`src/rtl/tx_encoder.sv`:
```
// USB low-level transmit encoder: serialises bytes LSB first, applies NRZI
// coding with bit stuffing, and closes each packet with an SE0/SE0/J EOP.
//
// state   | meaning
// --------+-----------------------------------------------------------
// IDLE    | line at J, waiting for the first byte of a packet
// SEND    | transmitting a data bit period
// STUFF   | transmitting a forced-toggle stuff bit after six ones
// EOP_SE0 | both lines low for two bit periods
// EOP_J   | line at J for one bit period before returning to IDLE
module tx_encoder #(
  parameter int CLKS_PER_BIT = 8
) (
  input  logic       clk,
  input  logic       rst,
  input  logic [7:0] tx_data,
  input  logic       tx_valid,
  input  logic       tx_last,
  output logic       tx_ready,
  output logic       d_plus,
  output logic       d_minus,
  output logic       tx_busy,
  output logic       eop_done
);

  localparam int TW = $clog2(CLKS_PER_BIT);
  localparam logic [TW-1:0] T_END = TW'(CLKS_PER_BIT - 1);

  typedef enum logic [2:0] {IDLE, SEND, STUFF, EOP_SE0, EOP_J} state_t;

  state_t          state_q, state_d;
  logic [TW-1:0]   timer_q, timer_d;
  logic [7:0]      shift_q, shift_d;
  logic [2:0]      bit_idx_q, bit_idx_d;
  logic [2:0]      ones_q, ones_d;
  logic            line_q, line_d;     // NRZI line level, 1 = J
  logic            last_q, last_d;
  logic            se0_cnt_q, se0_cnt_d;
  logic            dp_q, dp_d;
  logic            dm_q, dm_d;
  logic            eop_done_q, eop_done_d;

  logic            bit_end, boundary, load, next_bit, launch, goto_eop;
  logic            bit_val, ready_int, se0;
  logic [2:0]      ones_base;

  assign bit_end  = (timer_q == T_END);
  assign tx_busy  = (state_q != IDLE);
  assign d_plus   = dp_q;
  assign d_minus  = dm_q;
  assign eop_done = eop_done_q;

  // Next-state, bit sequencing, NRZI/stuffing and handshake decode
  always_comb begin
    state_d    = state_q;
    timer_d    = bit_end ? '0 : timer_q + TW'(1);
    shift_d    = shift_q;
    bit_idx_d  = bit_idx_q;
    ones_d     = ones_q;
    line_d     = line_q;
    last_d     = last_q;
    se0_cnt_d  = se0_cnt_q;
    eop_done_d = 1'b0;
    ready_int  = 1'b0;
    boundary   = 1'b0;
    load       = 1'b0;
    next_bit   = 1'b0;
    launch     = 1'b0;
    goto_eop   = 1'b0;
    bit_val    = 1'b0;
    ones_base  = ones_q;

    case (state_q)
      IDLE: begin
        timer_d   = '0;
        line_d    = 1'b1;
        ready_int = 1'b1;
        load      = tx_valid;
      end
      SEND: begin
        if (bit_end) begin
          if (ones_q == 3'd6) begin
            state_d = STUFF;
            line_d  = ~line_q;
            ones_d  = '0;
          end else if (bit_idx_q == 3'd7) begin
            boundary = 1'b1;
          end else begin
            next_bit = 1'b1;
          end
        end
      end
      STUFF: begin
        // bit_idx_q still names the data bit before the stuff bit
        if (bit_end) begin
          if (bit_idx_q == 3'd7) boundary = 1'b1;
          else                   next_bit = 1'b1;
        end
      end
      EOP_SE0: begin
        if (bit_end) begin
          if (se0_cnt_q) state_d   = EOP_J;
          else           se0_cnt_d = 1'b1;
        end
      end
      EOP_J: begin
        if (bit_end) begin
          state_d    = IDLE;
          eop_done_d = 1'b1;
        end
      end
      default: state_d = IDLE;
    endcase

    if (boundary) begin
      if (last_q) begin
        goto_eop = 1'b1;
      end else begin
        ready_int = 1'b1;
        if (tx_valid) load     = 1'b1;
        else          goto_eop = 1'b1;
      end
    end

    if (load) begin
      shift_d   = tx_data;
      last_d    = tx_last;
      bit_idx_d = '0;
      bit_val   = tx_data[0];
      launch    = 1'b1;
      if (state_q == IDLE) ones_base = '0;
    end

    if (next_bit) begin
      shift_d   = shift_q >> 1;
      bit_idx_d = bit_idx_q + 3'd1;
      bit_val   = shift_q[1];
      launch    = 1'b1;
    end

    if (launch) begin
      state_d = SEND;
      line_d  = bit_val ? line_q : ~line_q;
      ones_d  = bit_val ? ones_base + 3'd1 : '0;
    end

    // Line returns to J here so EOP_J and the following IDLE drive J
    if (goto_eop) begin
      state_d   = EOP_SE0;
      se0_cnt_d = 1'b0;
      line_d    = 1'b1;
    end

    se0      = (state_d == EOP_SE0);
    dp_d     = line_d & ~se0;
    dm_d     = ~line_d & ~se0;
    tx_ready = ready_int & ~rst;
  end

  // State and datapath registers with synchronous reset to an idle J line
  always_ff @(posedge clk) begin
    if (rst) begin
      state_q    <= IDLE;
      timer_q    <= '0;
      shift_q    <= '0;
      bit_idx_q  <= '0;
      ones_q     <= '0;
      line_q     <= 1'b1;
      last_q     <= 1'b0;
      se0_cnt_q  <= 1'b0;
      dp_q       <= 1'b1;
      dm_q       <= 1'b0;
      eop_done_q <= 1'b0;
    end else begin
      state_q    <= state_d;
      timer_q    <= timer_d;
      shift_q    <= shift_d;
      bit_idx_q  <= bit_idx_d;
      ones_q     <= ones_d;
      line_q     <= line_d;
      last_q     <= last_d;
      se0_cnt_q  <= se0_cnt_d;
      dp_q       <= dp_d;
      dm_q       <= dm_d;
      eop_done_q <= eop_done_d;
    end
  end

endmodule

```
`config.mk`:
```
export PLATFORM = sky130hd
export DESIGN_NAME = tx_encoder
export DESIGN_NICKNAME = d
export VERILOG_FILES = /design/src/rtl/tx_encoder.sv
export SDC_FILE = /design/constraint.sdc
export NUM_CORES = 1
export LEC_CHECK = 0
export CAP_MARGIN = 40
export CORE_ASPECT_RATIO = 1.75
export CORE_UTILIZATION = 49
export CTS_BUF_LIST = sky130_fd_sc_hd__clkbuf_16
export DETAILED_ROUTE_END_ITERATION = 16
export PLACE_DENSITY = 0.74
export SLEW_MARGIN = 20
export SYNTH_ARGS = -nofsm -noshare
export SYNTH_HDL_FRONTEND = slang
export SYNTH_SLANG_ARGS = --single-unit
```
`constraint.sdc`:
```
create_clock -name clk -period 2.4 [get_ports clk]
set_clock_uncertainty 0.15 [all_clocks]
set_input_delay 0.48 -clock clk [delete_from_list [all_inputs] [get_ports clk]]
set_output_delay 0.48 -clock clk [all_outputs]
set_load 0.05 [all_outputs]
```
==> results.md <==
* Bufs and invs on worst path at 1
* Worst setup path endpoint: d_plus
* Kind of cell adding the most delay to the critical path: compound AO/OA/AOI/OAI gates
* Via count of the first global-routing pass at approximately 1400
* Kind of capture point of the worst setup path: flip-flop
* Power Dens Cells at about 520 nW/um2
* Max IR drop VDD at 450.3 uV
* Final number of hold-violating endpoints at 0
* Reg2Reg Launch Point: bit_idx_q[0]
* Hold buffer count at cts at 0
* Synthesized cell area at 1411 um2
* Final HPWL DP at 2.694 mm
* Cell with the most instances after synthesis: sky130_fd_sc_hd__dfxtp_1
* Cell seen most often among critical-path stages: sky130_fd_sc_hd__ha_4
* Chip Width at between 40 and 50 um
* RSZ-0062 raised after global routing: true
* Sequential cell area fraction in the yosys report at 0.3546
* Post-synthesis instance total at 158
* Worst Setup Start Kind: flip-flop
* Leading cell types by count after synthesis: sky130_fd_sc_hd__dfxtp_1 (25), sky130_fd_sc_hd__nand2_1 (19), sky130_fd_sc_hd__nor2_1 (17), sky130_fd_sc_hd__a21oi_1 (8)
* Fraction of synthesized area in multiplexers at 0.02216
* First-pass iteration count of the detailed router at 4
* Leakage component of the power at roughly 0.75 nW
* Largest family of logic cells by synthesized area: compound AO/OA/AOI/OAI gates
* Post-route antenna net violation count at 0
* Chip height at between 70 and 80 um
* Number of maximum-capacitance constraint violations at 0
* CP startpoint: bit_idx_q[0]
* Most used flip-flop cell after synthesis: sky130_fd_sc_hd__dfxtp_1
* Internal Power at 0.7318 mW
* First-pass GRT wire length at around 6 mm
* Overall global routing resource usage at 0.2578
* Fin cells at 220
* Required @ worst endpoint at 2.44 ns
* Diode count at 0
* Largest stage delay, worst path at 0.42 ns
* Final Critical Period at approximately 2.4 ns
* Post-placement setup slack at 0.01474 ns
* Library cell occupying the most area in the post-synthesis netlist: sky130_fd_sc_hd__dfxtp_1
* Clock root buffer master: sky130_fd_sc_hd__clkbuf_16
* Share of power burned in the clock network at 0.382
* Setup violators final at 0
* Maximum level of the CTS H-tree at 1
* Largest net degree at the start of global routing at 15
* Number of buffers between clock root and the deepest sink at 2
* Number of rows created at floorplan at 25
* Routability congestion estimate at 0.8648
* Share of post-route cells with drive strength above 1 at 0.3005
* Net count of the mapped netlist at 176
* Non-Filler Cell Area, Final at 1918 um2
* CTS tree: done
* Sequential share of power at 0.450
* Largest driver fanout on the critical path at 4
* Pin slew with the least headroom to its limit at 0.4950 ns
* Reported net switching power at 0.2570 mW
* Status: finished clean
* Post-synth EDFFs at 0
* Starting utilization of the core area at 0.5186
* Share of Yosys cell area claimed by the top area cell type at 0.3546
* CP arrival at 2.43 ns
* Number of buffers added by the clock tree synthesis step at 3
* Warnings from Yosys at 0
* Cell count of the worst reg-to-reg path at 8
* Via/cell ratio at 6.195
* Worst min-delay path startpoint: timer_q[0]
* Min Hold Slack at 0.2962 ns
* GR Overflow Total at 0
* Proportion of register bits with asynchronous set or reset after synthesis at 0
* Combinational power share at 0.168
* Type of the most critical hold path: flip-flop to flip-flop
* Final #Nets at 212
* I/O pins at 17
* Area grow syn2layout at 35.90%
* Switching fraction of total power at 0.2599
* FMAX at 417.7 MHz
* Slowest stage cell on the critical path: sky130_fd_sc_hd__or3b_4
* Average detailed-routed wire length per instance at 16.80 um
* Final Cycle Share at 0.9974
* Avg Inst Size Synth at 8.933 um2
* RR Endpoint: d_plus
* Total number of cells along the worst setup path at 8
* Detailed-route via count at 1363
* Hold Path Depth at 1
* Count of routing violations after the opening detailed-route iteration at 33
* Post-synthesis compound-gate area fraction at 0.2766
* Placed standard-cell area at between 1500 and 2000 um2
* Total DRC errors in the routed layout at 0
* Total wirelength of the detailed-routed design at approximately 3.7 mm
* Type of the setup path with the least slack: flip-flop to flip-flop
* Post-Synth Simple-Gate Area at 0.2278
* Cell types with the largest area share after synthesis: sky130_fd_sc_hd__dfxtp_1 (35%), sky130_fd_sc_hd__ha_1 (5.3%), sky130_fd_sc_hd__nand2_1 (5.1%)
* Final Slew Violations at 0
* Post-synthesis share of cell area spent on xor and xnor gates at 0.01152
* Antenna violations before repair at 0
* Adder and majority cell fraction of the synthesized area at 0.05319
* Placeable core area at about 2700 um2
* Final setup slack of the worst path at 0.006198 ns
* Full die area at 3107 um2
* Clock latency at the later pin of the worst-skew pair at 0.26 ns
* FF-to-FF setup slack at 0.006 ns
* Post-synthesis register bit count at 25
* Number of placed instances with taps included at ~210
* Crit path cell chain: ha_4 -> ha_4 -> or3b_4 -> a211oi_2 -> buf_4 -> nor3_2 -> a2111o_1 -> a32oi_1
* CTS sink cnt at 25
* IO buf count at 16
* Slew HR at 0.6690
* Clock input transition at the sequential cells of the worst setup and hold paths at 0.06 ns
* Number of distinct library cell variants in the gate-level netlist after synthesis at 51
[what timing repair did]
item / in CTS / in global routing
pin swaps: 4 / 10
resized for setup: 2 / 19
endpoints found under the setup margin: 3 / 6
setup buffers: 0 / 4
[flip-flops by register name (all words and copies together) (netlist names), 3 cells and up]
name	cells
state_q	3
shift_q	7
bit_idx_q	3
ones_q	3
timer_q	3
[logic make-up (layout without fill, tap and decap cells)]
family                     after synthesis  after routing
and+or+nand+nor                         64             64
DFF                                     25             25
xor gates and xnor gates                 1              1
muxes                                    3              3
buffers and inverters                   14             49
adders and majority gates                6              6
AOI/OAI and AO/OA                       45             45
[stage by stage]
step,total power [mW],TNS (ns),utilization
floorplan,0.5461,0,-
global placement,0.6110,0,0.6294
detailed placement,0.6145,0,0.6294
CTS,0.9905,0,0.6648
global route,1.023,-0.03878,0.7048
finish,0.9888,0,0.7048
[per-layer routing]
| layer | global-route usage | wire, um |
|---|---|---|
| met1 | 0.2492 | 1413 |
| met2 | 0.4803 | 2038 |
| met3 | 0.02475 | 85 |
| met4 | 0.2014 | 160 |
| met5 | 0 | 0 |
[worst min-delay path by stage]
stage	to	slack [ns]
2_1_floorplan	timer_q[0]	0.26
3_3_place_gp	timer_q[0]	0.26
3_5_place_dp	timer_q[0]	0.28
4_1_cts	timer_q[0]	0.29
5_1_grt	timer_q[0]	0.32
6_report	timer_q[0]	0.30
[power by group through the flow]
stage | clock [mW] | combinational (mW) | sequential (mW)
6_report | 0.378 | 0.166 | 0.445
2_1_floorplan | 0 | 0.0887 | 0.457
5_1_grt | 0.396 | 0.180 | 0.446
3_5_place_dp | 0 | 0.160 | 0.454
4_1_cts | 0.383 | 0.163 | 0.445
3_3_place_gp | 0 | 0.158 | 0.453
[cell usage in the layout, fill, tap and decap left out, drive strengths merged, types with 2 or more instances in the layout]
cell type      count
a2111oi            2
nand2             19
o21ai              4
and2               7
a311oi             7
a2111o             3
a211o              2
a211oi             4
nor2              17
dfxtp             25
buf               26
clkdlybuf4s50     14
a21boi             3
a31oi              2
inv                5
clkbuf             3
mux2i              2
a21oi              8
nor3               4
or2                2
ha                 6
nor3b              2
nand3              4
nand2b             2
[final cells by class]
| class | instances | area, um2 |
|---|---|---|
| tap | 27 | 33.78 |
| fill | 198 | 803.3 |
| clock inverter | 1 | 5.005 |
| multi-input combinational | 119 | 929.6 |
| inverter | 5 | 18.77 |
| sequential | 25 | 508.0 |
| clock buffer | 3 | 75.07 |
| timing repair buffer | 40 | 347.8 |
No activity file was read; power rests on OpenSTA's default activity.
